===== config.mk =====
export PLATFORM = sky130hd
export DESIGN_NAME = tt_mux_top_flat
export DESIGN_NICKNAME = d
export VERILOG_FILES = /design/src/rtl/tt_mux_pkg.sv /design/src/rtl/tt_mux_if.sv /design/src/rtl/tt_mux_ctrl.sv /design/src/rtl/tt_mux_top.sv /design/src/flat_wrapper.sv
export SDC_FILE = /design/constraint.sdc
export NUM_CORES = 1
export LEC_CHECK = 0
export ABC_CLOCK_PERIOD_IN_PS = 2800
export CORE_MARGIN = 3
export CORE_UTILIZATION = 25
export DETAILED_ROUTE_END_ITERATION = 16
export SLEW_MARGIN = 20
export SYNTH_ARGS = -nofsm -noshare
export SYNTH_HDL_FRONTEND = slang
export SYNTH_SLANG_ARGS = --single-unit
export TNS_END_PERCENT = 20

===== constraint.sdc =====
create_clock -name clk -period 2.8 [get_ports clk]
set_clock_uncertainty 0.1 [all_clocks]
set_input_delay 0.56 -clock clk [delete_from_list [all_inputs] [get_ports clk]]
set_output_delay 0.56 -clock clk [all_outputs]
set_load 0.05 [all_outputs]

===== src/rtl/tt_mux_pkg.sv =====
// Shared constants and types for the multi-project mux: select sizing,
// pin-enable patterns and the per-slot output bundle.
package tt_mux_pkg;

  localparam int SEL_W       = 3;
  localparam int NUM_DESIGNS = 4;

  localparam logic [7:0] OE_NONE  = 8'h00;
  localparam logic [7:0] OE_ALL   = 8'hFF;
  localparam logic [7:0] OE_UPPER = 8'hF0;

  typedef struct packed {
    logic [7:0] uo;
    logic [7:0] uio_out;
    logic [7:0] uio_oe;
  } slot_io_t;

  localparam slot_io_t SLOT_IO_IDLE = '{uo: 8'h00, uio_out: 8'h00, uio_oe: OE_NONE};

  // A slot runs only while it is the selected one and the global enable is up.
  function automatic logic slot_run(input logic [SEL_W-1:0] sel,
                                    input logic [SEL_W-1:0] idx,
                                    input logic             ena);
    return ena && (sel == idx);
  endfunction

endpackage


===== src/rtl/tt_mux_if.sv =====
// Shared user pins plus the asynchronous control pins of the mux.
interface tt_mux_if;

  logic [7:0] ui_in;
  logic [7:0] uo_out;
  logic [7:0] uio_in;
  logic [7:0] uio_out;
  logic [7:0] uio_oe;
  logic       ctrl_sel_rst_n;
  logic       ctrl_sel_inc;
  logic       ctrl_ena;

  // Driver side (pad ring / test harness).
  modport master (
    output ui_in, uio_in, ctrl_sel_rst_n, ctrl_sel_inc, ctrl_ena,
    input  uo_out, uio_out, uio_oe
  );

  // Mux side.
  modport slave (
    input  ui_in, uio_in, ctrl_sel_rst_n, ctrl_sel_inc, ctrl_ena,
    output uo_out, uio_out, uio_oe
  );

endinterface


===== src/rtl/tt_mux_ctrl.sv =====
// Control front end: synchronizes the three async control pins, detects the
// rising edge of the increment strobe and maintains the design select counter.
module tt_mux_ctrl
  import tt_mux_pkg::*;
(
  input  logic             clk,
  input  logic             reset_n,
  input  logic             ctrl_sel_rst_n,
  input  logic             ctrl_sel_inc,
  input  logic             ctrl_ena,
  output logic [SEL_W-1:0] sel,
  output logic             ena_s
);

  logic             sel_rst_meta_r;
  logic             sel_rst_sync_r;
  logic             inc_meta_r;
  logic             inc_sync_r;
  logic             inc_prev_r;
  logic             ena_meta_r;
  logic             ena_sync_r;
  logic [SEL_W-1:0] sel_r;
  logic             inc_rise_s;

  // Two-flop synchronizers; the clear idles high, strobe and enable idle low.
  always_ff @(posedge clk or negedge reset_n) begin
    if (!reset_n) begin
      sel_rst_meta_r <= 1'b1;
      sel_rst_sync_r <= 1'b1;
      inc_meta_r     <= 1'b0;
      inc_sync_r     <= 1'b0;
      inc_prev_r     <= 1'b0;
      ena_meta_r     <= 1'b0;
      ena_sync_r     <= 1'b0;
    end else begin
      sel_rst_meta_r <= ctrl_sel_rst_n;
      sel_rst_sync_r <= sel_rst_meta_r;
      inc_meta_r     <= ctrl_sel_inc;
      inc_sync_r     <= inc_meta_r;
      inc_prev_r     <= inc_sync_r;
      ena_meta_r     <= ctrl_ena;
      ena_sync_r     <= ena_meta_r;
    end
  end

  // Edge detect on the synced strobe; inc_prev always advances, so an edge
  // that coincides with a clear is dropped rather than held for later.
  always_comb begin
    inc_rise_s = inc_sync_r & ~inc_prev_r;
  end

  // Select counter: level clear dominates, otherwise one step per strobe edge.
  always_ff @(posedge clk or negedge reset_n) begin
    if (!reset_n) begin
      sel_r <= SEL_W'(0);
    end else if (!sel_rst_sync_r) begin
      sel_r <= SEL_W'(0);
    end else if (inc_rise_s) begin
      sel_r <= sel_r + SEL_W'(1);
    end else begin
      sel_r <= sel_r;
    end
  end

  assign sel   = sel_r;
  assign ena_s = ena_sync_r;

endmodule


===== src/rtl/tt_mux_top.sv =====
// Multi-project mux top: hosts four tiny user designs, runs only the selected
// one (the rest sit in reset) and routes its outputs to the shared pins.
module tt_mux_top
  import tt_mux_pkg::*;
(
  input  logic     clk,
  input  logic     reset_n,
  tt_mux_if.slave  pins
);

  logic [SEL_W-1:0] sel_s;
  logic             ena_s;
  logic [3:0]       run_s;
  logic [7:0]       cnt_r;
  logic [7:0]       sum_r;
  slot_io_t         slot_io_s [NUM_DESIGNS];
  slot_io_t         out_s;

  tt_mux_ctrl u_ctrl (
    .clk            (clk),
    .reset_n        (reset_n),
    .ctrl_sel_rst_n (pins.ctrl_sel_rst_n),
    .ctrl_sel_inc   (pins.ctrl_sel_inc),
    .ctrl_ena       (pins.ctrl_ena),
    .sel            (sel_s),
    .ena_s          (ena_s)
  );

  // Per-slot run flags; a slot that is not running is held in reset.
  always_comb begin
    run_s[0] = slot_run(sel_s, SEL_W'(0), ena_s);
    run_s[1] = slot_run(sel_s, SEL_W'(1), ena_s);
    run_s[2] = slot_run(sel_s, SEL_W'(2), ena_s);
    run_s[3] = slot_run(sel_s, SEL_W'(3), ena_s);
  end

  // Slot 1 state: free-running 8-bit counter, restarts at zero on selection.
  always_ff @(posedge clk or negedge reset_n) begin
    if (!reset_n) begin
      cnt_r <= 8'h00;
    end else if (!run_s[1]) begin
      cnt_r <= 8'h00;
    end else begin
      cnt_r <= cnt_r + 8'h01;
    end
  end

  // Slot 2 state: registered sum of the two input buses, modulo 256.
  always_ff @(posedge clk or negedge reset_n) begin
    if (!reset_n) begin
      sum_r <= 8'h00;
    end else if (!run_s[2]) begin
      sum_r <= 8'h00;
    end else begin
      sum_r <= pins.ui_in + pins.uio_in;
    end
  end

  // Slot output bundles; slot 3 drives all of uio_out but enables only [7:4].
  always_comb begin
    slot_io_s[0] = '{uo: pins.ui_in,                uio_out: 8'h00,       uio_oe: OE_NONE};
    slot_io_s[1] = '{uo: cnt_r,                     uio_out: ~cnt_r,      uio_oe: OE_ALL};
    slot_io_s[2] = '{uo: sum_r,                     uio_out: 8'h00,       uio_oe: OE_NONE};
    slot_io_s[3] = '{uo: pins.ui_in ^ pins.uio_in,  uio_out: pins.ui_in,  uio_oe: OE_UPPER};
  end

  // Output mux; disabled or empty select values park every pin at zero.
  always_comb begin
    out_s = SLOT_IO_IDLE;
    if (!ena_s) begin
      out_s = SLOT_IO_IDLE;
    end else begin
      case (sel_s)
        SEL_W'(0): out_s = slot_io_s[0];
        SEL_W'(1): out_s = slot_io_s[1];
        SEL_W'(2): out_s = slot_io_s[2];
        SEL_W'(3): out_s = slot_io_s[3];
        default:   out_s = SLOT_IO_IDLE;
      endcase
    end
  end

  assign pins.uo_out  = out_s.uo;
  assign pins.uio_out = out_s.uio_out;
  assign pins.uio_oe  = out_s.uio_oe;

endmodule


===== src/flat_wrapper.sv =====
// flat-port wrapper written by rule: the top's interface ports become plain ports
module tt_mux_top_flat import tt_mux_pkg::*;
  (clk, reset_n, pins_ui_in, pins_uio_in, pins_ctrl_sel_rst_n, pins_ctrl_sel_inc, pins_ctrl_ena, pins_uo_out, pins_uio_out, pins_uio_oe);
  tt_mux_if pins_i ();
  input  logic clk;
  input  logic reset_n;
  input wire logic [$bits(pins_i.ui_in)-1:0] pins_ui_in;
  input wire logic [$bits(pins_i.uio_in)-1:0] pins_uio_in;
  input wire logic [$bits(pins_i.ctrl_sel_rst_n)-1:0] pins_ctrl_sel_rst_n;
  input wire logic [$bits(pins_i.ctrl_sel_inc)-1:0] pins_ctrl_sel_inc;
  input wire logic [$bits(pins_i.ctrl_ena)-1:0] pins_ctrl_ena;
  output wire logic [$bits(pins_i.uo_out)-1:0] pins_uo_out;
  output wire logic [$bits(pins_i.uio_out)-1:0] pins_uio_out;
  output wire logic [$bits(pins_i.uio_oe)-1:0] pins_uio_oe;
  assign pins_i.ui_in = pins_ui_in;
  assign pins_i.uio_in = pins_uio_in;
  assign pins_i.ctrl_sel_rst_n = pins_ctrl_sel_rst_n;
  assign pins_i.ctrl_sel_inc = pins_ctrl_sel_inc;
  assign pins_i.ctrl_ena = pins_ctrl_ena;
  assign pins_uo_out = pins_i.uo_out;
  assign pins_uio_out = pins_i.uio_out;
  assign pins_uio_oe = pins_i.uio_oe;
  tt_mux_top u_core (.clk(clk), .reset_n(reset_n), .pins(pins_i));
endmodule

==> results of run 1 <==
==> flip-flops by register name (all words and copies together) (netlist names) <==
register,cells
u_core.cnt_r,8
u_core.sum_r,8
u_core.u_ctrl.ena_meta_r,1
u_core.u_ctrl.ena_s,1
u_core.u_ctrl.inc_meta_r,1
u_core.u_ctrl.inc_prev_r,1
u_core.u_ctrl.inc_sync_r,1
u_core.u_ctrl.sel,3
u_core.u_ctrl.sel_rst_meta_r,1
u_core.u_ctrl.sel_rst_sync_r,1
==> final cells by class <==
| cell class | count | share of cell area [%] |
|---|---|---|
| flip-flops and latches | 26 | 28.48 |
| well taps | 77 | 4.201 |
| repair buffers | 53 | 23.90 |
| inverters | 5 | 0.8183 |
| multi-input cells | 145 | 40.21 |
| clock buffers | 4 | 2.400 |
==> power by group <==
group          switching (mW)  total, mW  internal (mW)
combinational           0.194      0.326          0.132
clock                   0.119      0.245          0.126
sequential            0.00653      0.393          0.386
==> logic make-up (layout without fill, tap and decap cells) <==
| logic type | count (synthesis) | count (layout) | share of synthesized area [%] |
|---|---|---|---|
| xor gates and xnor gates | 10 | 10 | 5.200 |
| and+or+nand+nor | 76 | 76 | 20.88 |
| buffers and inverters | 20 | 62 | 6.909 |
| adders and majority gates | 14 | 14 | 10.85 |
| AOI/OAI and AO/OA | 45 | 45 | 17.39 |
| DFF | 26 | 26 | 38.78 |
==> critical path: stages, from the launching register on <==
cell	delay, ns
dfrtp_1	0.41
inv_1	0.13
ha_2	0.32
nor3_1	0.09
nor2_1	0.09
o21ai_1	0.08
buf_4	0.18
nor2_1	0.15
buf_4	0.22
==> stage by stage <==
step           power [mW]  hold slack, ns  worst slack (ns)  cell area (um^2)
2_1_floorplan      0.6034          0.1644           0.04812              1684
3_3_place_gp       0.7246          0.2330            0.2291              2231
3_5_place_dp       0.7253          0.2370            0.2073              2231
4_1_cts            0.9731          0.2584           0.06660              2286
5_1_grt             1.023          0.2695          0.006712              2293
6_report           0.9639          0.2546            0.2044              2293
==> path summary, 6_finish.rpt <==
path	cells past startpoint	slack [ns]	end	start
hold reg to reg	0	0.25	u_core.u_ctrl.inc_sync_r	u_core.u_ctrl.inc_meta_r
setup / recovery	8	0.20	pins_uio_out[3]	u_core.u_ctrl.sel[0]
setup reg to reg	5	0.86	u_core.sum_r[5]	u_core.u_ctrl.sel[0]
max in group asynchronous	2	1.75	u_core.u_ctrl.sel_rst_meta_r	reset_n
min in group asynchronous	2	0.56	u_core.cnt_r[2]	reset_n
hold / removal	0	0.25	u_core.u_ctrl.inc_sync_r	u_core.u_ctrl.inc_meta_r
==> cells in the final DEF (no fill, tap or decap), types with 4 or more instances in the layout <==
master           count
buf_4               25
xnor2_1              5
xor2_1               5
nand3_1              8
and2_1               5
a21oi_1             22
clkbuf_8             4
o21ai_0              4
buf_12               8
clkdlybuf4s50_1     20
ha_1                10
a21o_1               5
dfrtp_1             24
a222oi_1             7
inv_1                5
nor2_1              43
==> metal layers <==
metal,GRT usage (%),vias to the layer above
met5,0,-
met4,1.648,0
met1,17.07,714
met2,18.97,45
li1,-,750
met3,2.728,2
==> results_dict.tcl, run 1 <==
set metrics [dict create \
    place.gp.congestion 0.8308 \
    slew_viol_final 0 \
    area_growth_pct 36.18 \
    ys_seq_area_share_pct 38.78 \
    regArea_um2 653.1 \
    hold_class "reg -> reg" \
    grt_pass1_wl_um 7314 \
    max_freq_mhz 385.3 \
    dieArea_mm2 0.007757 \
    grt_pass1_vias 1462 \
    grt_usage_pct 11.95 \
    postCtsHoldBufs 0 \
    startpoint_type "flop" \
    syn_nets 226 \
    ant_nets 0 \
    dpl.cell_count 306 \
    synth_top_area_share_pct 35.66 \
    first_iter_violations 112 \
    ys_warn_count 0 \
    antenna_cells 0 \
    pin_count 45 \
    power_leakage_nw 1.072 \
    p_per_area_mw_per_mm2 420.3 \
    antenna_found_initial 0 \
    dr.pass1.iters 4 \
    clk_latency_ns 0.27 \
    worstMarginPinSlew_ns 0.3945 \
    dp_hpwl_um 3440 \
    cts_tree "done" \
    routed.top_layer "met4" \
    n_fill_cell 669 \
    period_share_pct 92.70 \
    multi_input_area_um2 922.1 \
    wl_met1_um 2017 \
    io_buffers 44 \
    postCtsSetupBuffers 0 \
    final_core_util_pct 35.71 \
    wl_per_cell_um 14.02 \
    finalNetCount 269 \
    wl_met3_um 238 \
    numCtsBuffers 3 \
    die_h_um 88.08 \
    yosys.area.top_type "dfrtp_1" \
    vias_per_cell 4.874 \
    setup_violations 0 \
    clk_pin_slew_worst_paths_ns 0.09 \
    hold_viol 0 \
    met2_length_um 2070 \
    final.setup.tns_ns 0 \
    ir_drop_v 0.0002873 \
    synth_cell_type_count 34 \
    die_width_um 88.08 \
    worst-endpoint-required_ns 2.14 \
    synthTopCellsByCount "nor2_1, dfrtp_1, a21oi_1" \
    worstPathArrival_ns 1.94 \
    grt_overflow 0 \
    synth_edf_count 0 \
    cts.sinks 26 \
    rows 29 \
    synth_cells 191 \
    final-instance-count-excl-fill 310 \
    crit_path_end_kind "primary output" \
    ctsResizeCount 0 \
    vias 1511 \
    path_max_fanout 11 \
    status "completed" \
    ys.flop_type "dfrtp_1" \
    clockBufferDepth 2 \
    start_util_pct 26.22 \
    h-tree-depth 1 \
    syn_area_per_cell_um2 8.817 \
    maxCapViolCount 0 \
    path_class "reg -> out" \
    rsz0062_at_grt "no" \
    drive_gt1_share_pct 18.03 \
    synth.cell_area_mm2 0.001684 \
    ys_seq_elements 26 \
    fin_crit_ns 2.596 \
    drc 0 \
    routed_wl_um 4345 \
    cts_root_buf "clkbuf_8" \
    grt_max_degree 27 \
    relSlewSlack_pct 73.64 \
    core_mm2 0.006422 \
    yosysMostFrequentCell "nor2_1" \
    ys_async_sr_fraction_pct 100.0 \
    synth_area_leaders "dfrtp_1, ha_1, nor2_1" \
]
(Power assumes the default switching activity.)
==> inputs of run 2 (changes only) <==
Settings changed: ABC_AREA set to 1, CTS_BUF_LIST set to sky130_fd_sc_hd__clkbuf_4.
==> run 2 against run 1 <==
Effect of this change:
- routed wire length is 8.1% higher
- die area increased by 2.9%
- core utilization grew 2.7 points
- largest power group unchanged
- synthesized cell count is 19% higher
- setup slack got worse by 0.14 ns
- register-to-register slack improved by 0.32 ns
- clock-buffer cell count down 1
==> results_dict.tcl, run 2 <==
set metrics [dict create \
    status "completed" \
    syn_nets 263 \
    worst-endpoint-required_ns 2.14 \
    cts_root_buf "clkbuf_4" \
    ys_seq_area_share_pct 37.61 \
    drive_gt1_share_pct 18.75 \
    hold_class "reg -> reg" \
    path_class "in -> out" \
    path_max_fanout 6 \
    io_buffers 44 \
    startpoint_type "primary input" \
    setup_violations 0 \
    finalNetCount 308 \
    ys.flop_type "dfrtp_1" \
    fin_crit_ns 2.731 \
    grt_usage_pct 12.41 \
    hold_viol 0 \
    grt_max_degree 27 \
    wl_per_cell_um 13.46 \
    start_util_pct 26.59 \
    worstMarginPinSlew_ns 0.3813 \
    rows 29 \
    routed_wl_um 4697 \
    synth_edf_count 0 \
    synth_cell_type_count 28 \
    synth_top_area_share_pct 34.58 \
    grt_pass1_wl_um 7659 \
    core_mm2 0.006531 \
    slew_viol_final 0 \
    cts.sinks 26 \
    numCtsBuffers 3 \
    relSlewSlack_pct 74.25 \
    yosysMostFrequentCell "nand2_1" \
    clk_latency_ns 0.34 \
    regArea_um2 653.1 \
    antenna_found_initial 0 \
    place.gp.congestion 0.8081 \
    final_cell_mix "nand2_1, nor2_1, inv_1, dfrtp_1" \
    final.setup.tns_ns 0 \
    dr.pass1.iters 4 \
    hold_depth 0 \
    n_fill_cell 685 \
    vias_per_cell 4.648 \
    vias 1622 \
    ant_nets 0 \
    cts_tree "done" \
    reg2regPathDepth 9 \
    synth_area_leaders "dfrtp_1, nand2_1, ha_1" \
    clk_pin_slew_worst_paths_ns 0.15 \
    first_iter_violations 66 \
    ys_async_sr_fraction_pct 100.0 \
    multi_input_area_um2 918.4 \
    clockBufferDepth 2 \
    ys_warn_count 0 \
    whs_ns 0.2669 \
    worstPathArrival_ns 2.07 \
    area_growth_pct 44.31 \
    pin_count 45 \
    postCtsHoldBufs 0 \
    synthTopCellsByCount "nand2_1, nor2_1, inv_1" \
    h-tree-depth 1 \
    die_width_um 89.35 \
    mostFrequentLayoutCell "nand2_1" \
    synth_cells 228 \
    synth.cell_area_mm2 0.001737 \
    grt_overflow 0 \
    antenna_cells 0 \
    max_freq_mhz 366.2 \
    syn_area_per_cell_um2 7.617 \
    power_leakage_nw 1.117 \
    period_share_pct 97.54 \
    p_per_area_mw_per_mm2 391.7 \
    dieArea_mm2 0.007983 \
    ir_drop_v 0.0001660 \
    yosys.area.top_type "dfrtp_1" \
    ys_seq_elements 26 \
    rsz0062_at_grt "no" \
    dp_hpwl_um 3741 \
    drc 0 \
    finalPower_mw 0.9818 \
    grt_pass1_vias 1605 \
    die_h_um 89.35 \
    maxCapViolCount 0 \
    crit_path_end_kind "primary output" \
]
-- run 2: per-layer routing --
layer	wire length [um]	up-vias	GRT usage [%]
met1	2287	749	17.45
li1	-	822	-
met4	58	0	3.654
met5	0	-	0
met2	2081	46	19.89
met3	269	5	1.567
-- run 2: repair_timing --
item / CTS / global route
setup buffers: 0 / 1
gates resized for setup: 1 / 3
pin swaps: 0 / 1
setup endpoints to repair: 1 / 3
-- run 2: final cells by class --
class	count	share of cell area (%)
timing repair buffer	49	26.66
inverter	30	4.693
clock buffer	3	0.8987
clock inverter	1	1.198
tap	77	3.844
multi-input combinational	163	36.65
sequential	26	26.06
-- run 2: power by group --
group	switching (mW)	internal [mW]
sequential	0.00598	0.385
clock	0.127	0.145
combinational	0.180	0.138
-- run 2: logic make-up after synthesis --
| group | after synthesis | synth area share [%] |
|---|---|---|
| simple gates | 110 | 28.24 |
| flops | 26 | 37.61 |
| compound gates | 36 | 11.60 |
| buf+inv | 39 | 10.52 |
| fa+ha+maj | 14 | 10.52 |
| xor+xnor | 3 | 1.513 |
-- run 2: critical path, cell delays in order --
cell,delay (ns)
clkdlybuf4s50_1,0.48
ha_1,0.42
nand2_1,0.08
a41oi_1,0.35
buf_12,0.19
-- run 2: worst paths after layout --
| kind | start | end | slack, ns |
|---|---|---|---|
| min in group asynchronous | reset_n | u_core.u_ctrl.ena_meta_r | 0.46 |
| min | u_core.u_ctrl.sel_rst_meta_r | u_core.u_ctrl.sel_rst_sync_r | 0.27 |
| max in group asynchronous | reset_n | u_core.u_ctrl.sel_rst_sync_r | 1.84 |
| max | pins_ui_in[5] | pins_uo_out[5] | 0.07 |
| max reg2reg | u_core.u_ctrl.sel[0] | u_core.sum_r[7] | 1.18 |
| min reg2reg | u_core.u_ctrl.sel_rst_meta_r | u_core.u_ctrl.sel_rst_sync_r | 0.27 |
-- run 2: per-stage QoR --
| step | std cells | utilization [%] | worst slack (ns) | instance area [um^2] |
|---|---|---|---|---|
| final | 349 | 38.37 | 0.06890 | 2506 |
| after global routing | 349 | 38.37 | 0.009195 | 2506 |
| after CTS | 348 | 38.07 | 0.09341 | 2486 |
| after detailed placement | 344 | 37.18 | 0.1017 | 2429 |
| after global placement | 344 | 37.18 | 0.1081 | 2429 |
| after floorplan | 228 | - | 0.09483 | 1737 |
==> inputs of run 3 (changes only) <==
Settings changed: CTS_CLUSTER_DIAMETER set to 30.
==> results of run 3 <==
No change in the layout: final DEF, timing and power equal those of run 2.
